===== src/rtl/viking_pkg.sv =====
// rtl/viking_pkg.sv - shared constants, state type and address helper for the Viking fetch path
//
// Contents:
//   VIDEO_AW, RAM_DW, GROUP_WORDS, DATA_W : bus widths of the video and RAM sides
//   BASE, BASE_HI                         : Viking framebuffer base constants
//   fetch_state_t                         : responder FSM states
//   group_addr()                          : RAM word address inside a 4-word group
package viking_pkg;

    localparam int VIDEO_AW    = 23;
    localparam int RAM_DW      = 16;
    localparam int GROUP_WORDS = 4;
    localparam int DATA_W      = RAM_DW * GROUP_WORDS;

    localparam logic [VIDEO_AW-1:0] BASE    = 23'h600000;
    localparam logic [VIDEO_AW-1:0] BASE_HI = 23'h740000;

    typedef enum logic [1:0] {
        ST_IDLE   = 2'd0,
        ST_FETCH  = 2'd1,
        ST_COMMIT = 2'd2
    } fetch_state_t;

    // The word index is concatenated, not added, so a group never carries
    // into its neighbour (7FFFFC..7FFFFF stays put, no wrap to 0).
    function automatic logic [VIDEO_AW-1:0] group_addr(
        input logic [VIDEO_AW-3:0] grp,
        input logic [1:0]          k
    );
        return {grp, k};
    endfunction

endpackage


===== src/rtl/viking_fetch_responder_if.sv =====
// rtl/viking_fetch_responder_if.sv - 16-bit req/ack RAM word port
//
// Signals:
//   ram_req  : responder -> RAM, word request
//   ram_addr : responder -> RAM, word address
//   ram_ack  : RAM -> responder, word valid this cycle
//   ram_data : RAM -> responder, word data
// Modports: master (responder side), slave (RAM controller side)
interface viking_fetch_responder_if;
    import viking_pkg::*;

    logic                ram_req;
    logic [VIDEO_AW-1:0] ram_addr;
    logic                ram_ack;
    logic [RAM_DW-1:0]   ram_data;

    modport master (
        output ram_req,
        output ram_addr,
        input  ram_ack,
        input  ram_data
    );

    modport slave (
        input  ram_req,
        input  ram_addr,
        output ram_ack,
        output ram_data
    );

endinterface


===== src/rtl/viking_fetch_responder_word_assembler.sv =====
// rtl/viking_fetch_responder_word_assembler.sv - staging register and atomic commit of a 64-bit video word
//
// Ports:
//   i_clk, i_rst_n : clock, asynchronous active-low reset
//   i_wr_en        : write i_word into staging slot i_slot
//   i_slot         : word index 0..3 (slot k occupies bits 16k+15:16k)
//   i_word         : RAM word
//   i_commit       : copy the whole staging register to o_data
//   o_data         : committed 64-bit word, holds until the next commit
module viking_fetch_responder_word_assembler
    import viking_pkg::*;
(
    input  logic              i_clk,
    input  logic              i_rst_n,
    input  logic              i_wr_en,
    input  logic [1:0]        i_slot,
    input  logic [RAM_DW-1:0] i_word,
    input  logic              i_commit,
    output logic [DATA_W-1:0] o_data
);

    logic [DATA_W-1:0] r_stage;
    logic [DATA_W-1:0] r_data;

    // The video bus only ever sees r_data, so a half-filled group is never visible.
    always_ff @(posedge i_clk or negedge i_rst_n) begin
        if (!i_rst_n) begin
            r_stage <= '0;
            r_data  <= '0;
        end else begin
            if (i_wr_en) begin
                r_stage[32'(i_slot) * RAM_DW +: RAM_DW] <= i_word;
            end
            if (i_commit) begin
                r_data <= r_stage;
            end
        end
    end

    assign o_data = r_data;

endmodule


===== src/rtl/viking_fetch_responder.sv =====
// rtl/viking_fetch_responder.sv - fetches a 4-word RAM group per video read strobe and presents it as one 64-bit word
//
// Parameters:
//   DEADLINE  : mclk cycles after acceptance by which the commit is due
// Ports:
//   mclk      : memory clock
//   reset_n   : asynchronous active-low reset
//   bus_cycle : current bus slot (informational)
//   read      : video read strobe, rising edge starts a fetch
//   addr      : video word address, addr[1:0] ignored
//   ram       : RAM word port (master modport)
//   data      : assembled 64-bit video data
//   busy      : fetch in progress
//   late      : one-cycle pulse when a commit misses DEADLINE
module viking_fetch_responder
    import viking_pkg::*;
#(
    parameter int DEADLINE = 12
) (
    input  logic                mclk,
    input  logic                reset_n,
    input  logic [1:0]          bus_cycle,
    input  logic                read,
    input  logic [VIDEO_AW-1:0] addr,
    viking_fetch_responder_if.master ram,
    output logic [DATA_W-1:0]   data,
    output logic                busy,
    output logic                late
);

    fetch_state_t        r_state;
    logic                r_read_d;
    logic [VIDEO_AW-3:0] r_base;
    logic [1:0]          r_k;
    logic [4:0]          r_timer;
    logic                r_ram_req;
    logic [VIDEO_AW-1:0] r_ram_addr;
    logic                r_busy;
    logic                r_late;

    logic w_ack;
    logic w_wr_en;
    logic w_commit;
    logic w_unused;

    // Acks outside an outstanding request are stray and must not move the FSM.
    assign w_ack    = ram.ram_ack && r_ram_req;
    assign w_wr_en  = (r_state == ST_FETCH) && w_ack;
    assign w_commit = (r_state == ST_COMMIT);
    assign w_unused = ^{bus_cycle, addr[1:0]};

    always_ff @(posedge mclk or negedge reset_n) begin
        if (!reset_n) begin
            r_state    <= ST_IDLE;
            r_read_d   <= 1'b0;
            r_base     <= '0;
            r_k        <= 2'd0;
            r_timer    <= 5'd0;
            r_ram_req  <= 1'b0;
            r_ram_addr <= '0;
            r_busy     <= 1'b0;
            r_late     <= 1'b0;
        end else begin
            // read_d follows read in every state, so a level held across a
            // fetch is not seen as a new edge once the FSM is back in IDLE.
            r_read_d <= read;
            r_late   <= 1'b0;

            if (r_state != ST_IDLE && r_timer != 5'h1F) begin
                r_timer <= r_timer + 5'd1;
            end

            case (r_state)
                ST_IDLE: begin
                    if (read && !r_read_d) begin
                        r_base     <= addr[VIDEO_AW-1:2];
                        r_k        <= 2'd0;
                        r_timer    <= 5'd0;
                        r_ram_req  <= 1'b1;
                        r_ram_addr <= group_addr(addr[VIDEO_AW-1:2], 2'd0);
                        r_busy     <= 1'b1;
                        r_state    <= ST_FETCH;
                    end
                end

                ST_FETCH: begin
                    if (w_ack) begin
                        if (r_k == 2'd3) begin
                            r_ram_req <= 1'b0;
                            r_state   <= ST_COMMIT;
                        end else begin
                            r_k        <= r_k + 2'd1;
                            r_ram_addr <= group_addr(r_base, r_k + 2'd1);
                        end
                    end
                end

                ST_COMMIT: begin
                    r_late  <= (int'(r_timer) > DEADLINE);
                    r_busy  <= 1'b0;
                    r_state <= ST_IDLE;
                end

                default: begin
                    r_ram_req <= 1'b0;
                    r_busy    <= 1'b0;
                    r_state   <= ST_IDLE;
                end
            endcase
        end
    end

    viking_fetch_responder_word_assembler u_assembler (
        .i_clk    (mclk),
        .i_rst_n  (reset_n),
        .i_wr_en  (w_wr_en),
        .i_slot   (r_k),
        .i_word   (ram.ram_data),
        .i_commit (w_commit),
        .o_data   (data)
    );

    assign ram.ram_req  = r_ram_req;
    assign ram.ram_addr = r_ram_addr;
    assign busy         = r_busy;
    assign late         = r_late;

endmodule


===== src/flat_wrapper.sv =====
// flat-port wrapper written by rule: the top's interface ports become plain ports
module viking_fetch_responder_flat import viking_pkg::*;
#(
    parameter int DEADLINE = 12
)
  (mclk, reset_n, bus_cycle, read, addr, data, busy, late, ram_ram_req, ram_ram_addr, ram_ram_ack, ram_ram_data);
  viking_fetch_responder_if ram_i ();
  input  logic mclk;
  input  logic reset_n;
  input  logic [1:0] bus_cycle;
  input  logic read;
  input  logic [VIDEO_AW-1:0] addr;
  output logic [DATA_W-1:0] data;
  output logic busy;
  output logic late;
  output wire logic [$bits(ram_i.ram_req)-1:0] ram_ram_req;
  output wire logic [$bits(ram_i.ram_addr)-1:0] ram_ram_addr;
  input wire logic [$bits(ram_i.ram_ack)-1:0] ram_ram_ack;
  input wire logic [$bits(ram_i.ram_data)-1:0] ram_ram_data;
  assign ram_ram_req = ram_i.ram_req;
  assign ram_ram_addr = ram_i.ram_addr;
  assign ram_i.ram_ack = ram_ram_ack;
  assign ram_i.ram_data = ram_ram_data;
  viking_fetch_responder #(.DEADLINE(DEADLINE)) u_core (.mclk(mclk), .reset_n(reset_n), .bus_cycle(bus_cycle), .read(read), .addr(addr), .ram(ram_i), .data(data), .busy(busy), .late(late));
endmodule

===== config.mk =====
export PLATFORM = sky130hd
export DESIGN_NAME = viking_fetch_responder_flat
export DESIGN_NICKNAME = d
export VERILOG_FILES = /design/src/rtl/viking_pkg.sv /design/src/rtl/viking_fetch_responder_if.sv /design/src/rtl/viking_fetch_responder_word_assembler.sv /design/src/rtl/viking_fetch_responder.sv /design/src/flat_wrapper.sv
export SDC_FILE = /design/constraint.sdc
export NUM_CORES = 1
export LEC_CHECK = 0
export CORE_UTILIZATION = 53
export CTS_CLUSTER_SIZE = 40
export DETAILED_ROUTE_END_ITERATION = 6
export GPL_TIMING_DRIVEN = 0
export PLACE_DENSITY = 0.8
export SYNTH_ARGS = -nofsm -noshare
export SYNTH_HDL_FRONTEND = slang
export SYNTH_HIERARCHICAL = 1
export SYNTH_SLANG_ARGS = --single-unit

===== constraint.sdc =====
create_clock -name mclk -period 2.55 [get_ports mclk]
set_clock_uncertainty 0.1 [all_clocks]
set_input_delay 0.51 -clock mclk [delete_from_list [all_inputs] [get_ports mclk]]
set_output_delay 0.51 -clock mclk [all_outputs]
set_load 0.02 [all_outputs]

Word level (Yosys, flattened, before mapping)

Cells that the tools add are included.
Widths: inputs -> output; s select.

Register bits: 185
Output and inout port bits: 90
Logic and storage cells: 62

Add/subtract/negate cells: 3
$lt $le $gt $ge: 1
Equality and inequality tests: 8
Shift operators: 2
Multiplexer cells: 22
Bitwise logic cells: 2
Reductions and logical operators: 13

Operator list:

| kind                     | count |
|---|---|
| $mux 23                  | 3 |
| $bwmux 64                | 1 |
| $shift 16x34->64 const A | 1 |
| $shiftx 16x34->64        | 1 |
| $pmux 23 s2              | 1 |
| $neg 6->34               | 1 |
| $mux 5                   | 3 |
| $mux 2                   | 6 |
| $pmux 2 s2               | 2 |
| $reduce_and 4->1         | 2 |
| $add 5x1->5 const B      | 1 |
| $gt 5x4->1 const B       | 1 |
| $ne 5x5->1 const B       | 1 |
| $eq 2x2->1 const B       | 2 |
| $logic_and 1x1->1        | 4 |
| $mux 1                   | 4 |
| $ne 2x1->1 const B       | 2 |
| $ne 2x2->1 const B       | 2 |
| $reduce_and 2->1         | 2 |
| $reduce_bool 2->1        | 2 |
| $pmux 1 s3               | 1 |
| $reduce_and 3->1         | 1 |
| $add 2x1->2 const B      | 1 |
| $eq 2x1->1 const B       | 1 |
| other kinds (4)          | 5 |

Longest topological paths before layout

Gate-level depths: netlist of the first run.

Depth after elaboration: 5
Gate-level depth with buffers: 9

By module

The synthesis of the first run kept the hierarchy.

By module, submodules not included:

| module                                | instances | cells each | area each (µm²) | seq. area each (µm²) |
|---|---|---|---|---|
| viking_fetch_responder_word_assembler | 1         | 353        | 5143.7          | 3203.1 |
| viking_fetch_responder                | 1         | 171        | 2457.4          | 1376.3 |

Least setup slack after synthesis of the first run

Ideal clock, no wire load.

Path kind: register to register
Start point: register u_core.r_state[1]
End point: register u_core.u_assembler.r_stage[11]
Library setup time: 122 ps
Data arrival time: 2022 ps
Data required time: 2328 ps
Slack: 307 ps
Cell stages (with the launch flop): 10
Period minus slack after synthesis: 2243 ps
Cell sequence: dfrtp_1 > buf_2 > nor2b_1 > clkbuf_1 > buf_2 > and3_1 > buf_2 > nand2_1 > clkbuf_1 > a32o_1

Word-level cells in the longest chain between the ends: 2

Ends and longest elaborated chain:

| item                          | RTL line                                    | text |
|---|---|---|
| start, declared               | viking_fetch_responder.sv:31                | `fetch_state_t r_state;` |
| start signal, assigned        | viking_fetch_responder.sv:54                | `r_state <= ST_IDLE;` |
| start signal, assigned        | viking_fetch_responder.sv:82                | `r_state <= ST_FETCH;` |
| start signal, assigned        | viking_fetch_responder.sv:90                | `r_state <= ST_COMMIT;` |
| $eq 2x1->1                    | viking_fetch_responder.sv:48                | `assign w_wr_en = (r_state == ST_FETCH) && w_ack;` |
| $logic_and 1x1->1             | viking_fetch_responder.sv:48                |  |
| net u_core.w_wr_en            | viking_fetch_responder.sv:42                | `logic w_wr_en;` |
| end signal, assigned by index | viking_fetch_responder_word_assembler.sv:32 | `r_stage[32'(i_slot) * RAM_DW +: RAM_DW] <= i_word;` |
| end, declared                 | viking_fetch_responder_word_assembler.sv:22 | `logic [DATA_W-1:0] r_stage;` |

The timed path passes the listed nets, and every way through them passes these cells.
A chain may end at the register's enable or synchronous reset.

Worst setup path after layout of the first run

Start point: register u_core.r_state[1]
End point: register u_core.u_assembler.r_stage[40]

Same word-level chain as after synthesis.

==> results of run 1 <==
==> registers in the layout, indices dropped and copies added, names as in the netlist <==
signal,count
u_core/busy,1
u_core/r_base,21
u_core/ram.ram_addr,22
u_core/r_timer,5
u_core/u_assembler/r_stage,64
u_core/r_k,1
u_core/r_read_d,1
u_core/ram.ram_req,1
u_core/late,1
u_core/u_assembler/o_data,64
u_core/r_state,2
==> synth_stat cells (all sizes together) <==
cell type	count	area, sq um
dfrtp	183	4580
mux2	128	1440
a32o	31	310
inv	25	93.8
buf	24	164
nand2	19	71.3
clkbuf	16	60.1
o2bb2ai	16	140
o32ai	15	199
nand4b	11	96.3
ha	9	113
nand3	9	45.0
nor2	6	25.0
mux2i	3	30.0
nor2b	3	18.8
or3b	3	26.3
a21oi	2	10.0
and2	2	12.5
o21ai	2	10.0
o22ai	2	12.5
a221oi	1	26.3
a311o	1	10.0
a31oi	1	6.26
and3	1	6.26
and4b	1	10.0
and4bb	1	12.5
nand2b	1	6.26
nor4bb	1	10.0
o21a	1	7.51
o21bai	1	7.51
o221ai	1	8.76
o22a	1	8.76
o31ai	1	7.51
or3	1	6.26
xnor2	1	8.76
==> report_power, final <==
group          leakage [nW]  switching, mW  internal, mW
clock network         0.289           1.13          1.56
registers              2.42          0.637          3.96
logic                  1.63           2.04          2.21
==> metrics by stage <==
step | instances | hold slack (ns)
finish | 867 | 0.383
CTS | 868 | 0.388
detailed placement | 835 | 0.372
global route | 867 | 0.401
floorplan | 524 | 0.114
global placement | 834 | 0.368
==> worst max-delay path, delay by kind of cell (launching register included) <==
family | cells | cell delay, ns
AOI/OAI and AO/OA | 1 | 0.12
buffers and inverters | 5 | 1.11
and+or+nand+nor | 3 | 0.58
DFF | 1 | 0.36
==> per-layer routing <==
layer	up-vias	wire length [microns]	share of wire (%)
met1	2549	6930	41
met4	0	366	2.2
met3	31	1480	8.8
met5	-	0	0
met2	197	8110	48
li1	2231	-	-
==> path summary, 6_finish.rpt <==
| check | start | to | slack (ns) |
|---|---|---|---|
| min | u_core/u_assembler/r_stage[56] | u_core/u_assembler/r_stage[56] | 0.38 |
| max in group asynchronous | reset_n | u_core/u_assembler/o_data[20] | 0.88 |
| max reg2reg | u_core/r_state[1] | u_core/u_assembler/r_stage[40] | 0.15 |
| min reg2reg | u_core/u_assembler/r_stage[56] | u_core/u_assembler/r_stage[56] | 0.38 |
| max | u_core/r_state[1] | u_core/u_assembler/r_stage[40] | 0.15 |
| min in group asynchronous | reset_n | u_core/u_assembler/o_data[42] | 0.58 |
==> timing repair <==
item                       in CTS  in global routing
hold buffers                    1                  0
setup endpoints to repair      43                 44
gates resized for setup         5                  9
hold endpoints to repair        2                  0
pin swaps                       0                  0
==> logic make-up after synthesis <==
kind of cell,after synthesis,share of synthesized area [%]
adder cells (fa/ha/maj),9,1.48
buffers and inverters,65,4.18
flip-flops,183,60.2
AO/OA/AOI/OAI,76,10.1
multiplexers,131,19.4
AND/OR/NAND/NOR,59,4.56
XOR/XNOR,1,0.115
==> final cells by class <==
cell class / count / area share (%)
clock buffers: 19 / 4.42
plain buffers: 39 / 2.42
clock inverters: 13 / 1.75
well taps: 180 / 2.30
inverters: 25 / 0.958
flip-flops and latches: 183 / 46.8
repair buffers: 132 / 13.7
multi-input cells: 276 / 27.7
==> impl_metrics.csv, run 1 <==
group,metric,value,unit
timing,tns,0,ns
status,status,"finished clean",
route,drt_wl_total,16.9,mm
final_layout,layout-drive-gt1-share,29.4,%
clock_tree,numCtsBuffers,17,
timing,rsz0062_at_grt,"false",
min_path,min_path_cells,1,
grt,antenna_found_initial,0,
grt,grt_max_degree,98,
grt,gr-max-usage-layer,"met2",
clock_tree,clk_path_buf_depth,2,
final_layout,layout_common_cells,"183 x dfrtp_1, 129 x clkdlybuf4s50_1, 128 x mux2_2",
timing,tightest_slew,0.657,ns
synthesis,synth_nets,578,
final_layout,multi_input_area,2710,sq um
floorplanning,core.rowCount,43,
final_layout,design_area,9790,sq um
power,power.leakage,4.34,nW
timing,slew_headroom,56.2,%
power,power_density,1180,nW/um^2
timing,fin_ws,0.152,ns
placed_design,port_buffers,130,
placed_design,place_area,9160,sq um
worst_setup_path,cpMostUsedCell,"buf_4",
floorplanning,dieArea,14800,sq um
floorplanning,die_h,122,microns
synthesis,netlist_instances,524,
final_layout,n_fill_cell,940,
floorplanning,ios,135,
final_layout,area_growth,28.8,%
grt,track_usage,24.0,%
timing,setup_violations,0,
worst_setup_path,cp.required,2.75,ns
worst_setup_path,cp-start-kind,"flip-flop",
worst_setup_path,setup.worst_path.end_class,"flip-flop",
grt,grt_overflow,0,
placed_design,dp.final_hpwl,11.8,mm
route,ant_nets,0,
grt,grtUsageMet3,8.38,%
grt,first_global_vias,5041,
grt,met2_usage,38.1,%
route,drt-vias-per-instance,5.78,
timing,maxSlewViolCount,0,
synthesis,ys_seq_elements,183,
route,vias,5008,
clock_tree,cts_tree,"done",
clock_tree,cts_sinks,183,
run,drv_cap,0,
power,finalPower,11.5,mW
timing,timing.final.crit_share,94.0,%
timing,hold_viol,0,
clock_tree,clockRootBuffer,"clkbuf_16",
synthesis,ys_types,41,
worst_setup_path,ff2ff_path_depth,9,
worst_setup_path,cp_data_arrival_time,2.60,ns
worst_setup_path,path_class,"reg -> reg",
placed_design,place_congestion,0.842,
timing,fmax,0.417,GHz
floorplanning,coreArea,13900,sq um
final_layout,fin_util,70.3,%
synthesis,syn-mean-instance-area,14.5,sq um
synthesis,yosysSeqAreaShare,60.2,%
worst_setup_path,crit_chain,"buf_2 > nor2b_1 > clkbuf_2 > buf_4 > and3_2 > and2_1 > clkbuf_1 > buf_4 > o32ai_2",
final_layout,layout_commonest_cell,"dfrtp_1",
route,drtIter0Drc,336,
worst_setup_path,path_max_fanout,10,
floorplanning,die_w,122,microns
floorplanning,start_util,54.5,%
min_path,hold_class,"reg -> reg",
synthesis,yosys_warnings,6,
clock_tree,clk_pin_slew,0.07,ns
route,drc,0,
clock_tree,h-tree-depth,4,
clock_tree,clock_latency,0.42,ns
worst_setup_path,crit_slowest_cell,"dfrtp_1",
final_layout,final_nets,728,
timing,period_minus_slack,2.40,ns
worst_setup_path,max_stage_delay,0.36,ns
placed_design,post-place-ws,-0.176,ns
route,routedWlPerCell,19.5,microns
synthesis,syn-cell-area,7600,sq um
grt,use_met1,30.1,%
final_layout,seqCellArea,4580,sq um
route,firstDrtPassIters,5,
power,max-vdd-ir-drop,0.683,mV
grt,grt_pass1_wl,26.5,mm
clock_tree,postCtsSetupBuffers,0,
final_layout,diodes,0,
(Power assumes the default switching activity.)
==> inputs of run 2 (changes only) <==
CORE_UTILIZATION = 54   (was 53)
DONT_BUFFER_PORTS = 1   (was default)
PLACE_DENSITY = 0.69   (was 0.8)
RECOVER_POWER = 50   (was default)
==> run 2 against run 1 <==
  * The flow now finishes with violations (negative hold slack)
  * Setup slack worse by 0.021 ns
  * Register-to-register slack got worse by 0.02 ns
  * Utilization decreased by 7.5 points
  * Flip-flop and latch count unchanged
  * Sequential power grew 13%
  * Hold slack lost 0.70 ns
  * Non-clock buffer count is 131 lower
  * Via count down 12%
  * Die area decreased by 1.8%
  * Critical path depth decreased by 1
  * Power is 7.9% lower
==> impl_metrics.csv, run 2 (synthesis gave the netlist of run 1 again) <==
group,metric,value,unit
final_layout,layout-drive-gt1-share,36.7,%
floorplanning,core.rowCount,42,
grt,use_met1,28.9,%
final_layout,layout_common_cells,"182 x dfrtp_1, 128 x mux2_2, 31 x a32o_1",
floorplanning,dieArea,14600,sq um
grt,grt_pass1_wl,26.1,mm
final_layout,diodes,0,
route,drt_wl_total,16.0,mm
route,vias,4427,
worst_setup_path,max_stage_delay,0.50,ns
clock_tree,clockRootBuffer,"clkbuf_16",
final_layout,fin_util,62.7,%
clock_tree,clock_latency,0.42,ns
timing,setup_violations,0,
clock_tree,postCtsSetupBuffers,0,
worst_setup_path,path_buf_inv,4,
power,power_density,1250,nW/um^2
placed_design,place_area,7820,sq um
worst_setup_path,cp.required,2.76,ns
route,routedWlPerCell,21.9,microns
worst_setup_path,cpMostUsedCell,"buf_2",
clock_tree,clk_pin_slew,0.07,ns
timing,tightest_slew,0.585,ns
floorplanning,coreArea,13500,sq um
final_layout,design_area,8470,sq um
timing,hold_viol,183,
placed_design,place_congestion,0.771,
floorplanning,ios,135,
floorplanning,die_h,121,microns
status,status,"finished, violations left",
placed_design,port_buffers,0,
clock_tree,numCtsBuffers,17,
worst_setup_path,crit_family,"buffers and inverters",
power,finalPower,10.6,mW
grt,met2_usage,39.3,%
clock_tree,cts_sinks,183,
worst_setup_path,crit_chain,"nor2b_1 > clkbuf_2 > buf_4 > and3_2 > buf_2 > nand2_2 > buf_2 > a32o_1",
timing,maxSlewViolCount,0,
floorplanning,die_w,121,microns
worst_setup_path,setup.worst_path.end_class,"flip-flop",
grt,grtUsageMet3,8.77,%
timing,slew_headroom,61.0,%
status,violations,"negative hold slack",
worst_setup_path,path_class,"reg -> reg",
clock_tree,h-tree-depth,4,
timing,holdWs,-0.317,ns
floorplanning,start_util,56.3,%
final_layout,layout_commonest_cell,"dfrtp_1",
route,drt-vias-per-instance,6.05,
final_layout,final_nets,597,
route,ant_nets,0,
power,power.leakage,3.87,nW
grt,gr-max-usage-layer,"met2",
grt,grt_max_degree,184,
final_layout,area_growth,11.5,%
clock_tree,cts_tree,"done",
worst_setup_path,crit_slowest_cell,"dfrtp_1",
timing,timing.final.crit_share,94.9,%
timing,fmax,0.413,GHz
grt,track_usage,23.8,%
worst_setup_path,r2r_start,"u_core/r_state[0]",
worst_setup_path,cp-startpoint,"u_core/r_state[0]",
worst_setup_path,path_max_fanout,10,
clock_tree,hold_buffers,1,
placed_design,dp.final_hpwl,10.8,mm
timing,rsz0062_at_grt,"false",
run,drv_cap,0,
worst_setup_path,cp_data_arrival_time,2.63,ns
min_path,hold_class,"in -> async",
worst_setup_path,cp-start-kind,"flip-flop",
power,max-vdd-ir-drop,0.687,mV
route,firstDrtPassIters,4,
clock_tree,clk_path_buf_depth,2,
timing,period_minus_slack,2.42,ns
grt,grt_overflow,0,
grt,first_global_vias,4797,
grt,antenna_found_initial,0,
route,drtIter0Drc,268,
route,drc,0,
## run 2: cell count changes in the layout (fill, tap and decap cells not counted), moves of 2 or more
| cell | delta |
|---|---|
| clkbuf_8 | +3 |
| clkdlybuf4s50_1 | -129 |
| clkbuf_1 | -2 |
| buf_2 | +2 |
| clkinv_4 | -3 |
| inv_6 | +2 |
## run 2: through the flow
step           cells  worst slack [ns]  hold WS (ns)  TNS, ns
6_report         732             0.131        -0.317        0
5_1_grt          732           0.00211        -0.343        0
4_1_cts          733            0.0740        -0.338        0
3_5_place_dp     700            -0.230         0.119    -6.15
3_3_place_gp     700            -0.164         0.120    -3.80
2_1_floorplan    524             0.307         0.114        0
## run 2: area by class of cell
type                    instances  area, sq um
inverters                      25         93.8
clock inverters                12          160
plain buffers                  39          231
fillers                      1023         5030
clock buffers                  20          467
flip-flops and latches        183         4580
multi-input cells             276         2710
repair buffers                  1         10.0
well taps                     176          220
## run 2: final timing paths
path | end | slack [ns] | cells after the start
min in group mclk | u_core/r_base[10] | 0.13 | 1
worst min-delay path | u_core/u_assembler/o_data[45] | -0.32 | 0
max in group asynchronous | u_core/u_assembler/r_stage[52] | 2.31 | 0
worst max-delay path | u_core/u_assembler/r_stage[11] | 0.13 | 8
worst min register to register | u_core/u_assembler/r_stage[63] | 0.38 | 1
worst max register to register | u_core/u_assembler/r_stage[11] | 0.13 | 8
## run 2: metal layers
metal	wire length [microns]	part of all wire (%)	vias up
met1	6190	39	2294
met2	8070	50	153
met3	1550	9.7	20
met4	229	1.4	0
met5	0	0	-
li1	-	-	1960
## run 2: what timing repair did
| item | in CTS | in global routing |
|---|---|---|
| resized for setup | 6 | 9 |
| setup endpoints to repair | 44 | 46 |
| endpoints found under the hold margin | 184 | 183 |
| cloned | 0 | 0 |
| pin swaps | 0 | 0 |
## run 2: where the power goes
group	switching (mW)	internal, mW	leakage (nW)
Clock	1.11	1.64	0.308
Combinational	1.22	1.47	1.14
Sequential	1.23	3.96	2.42
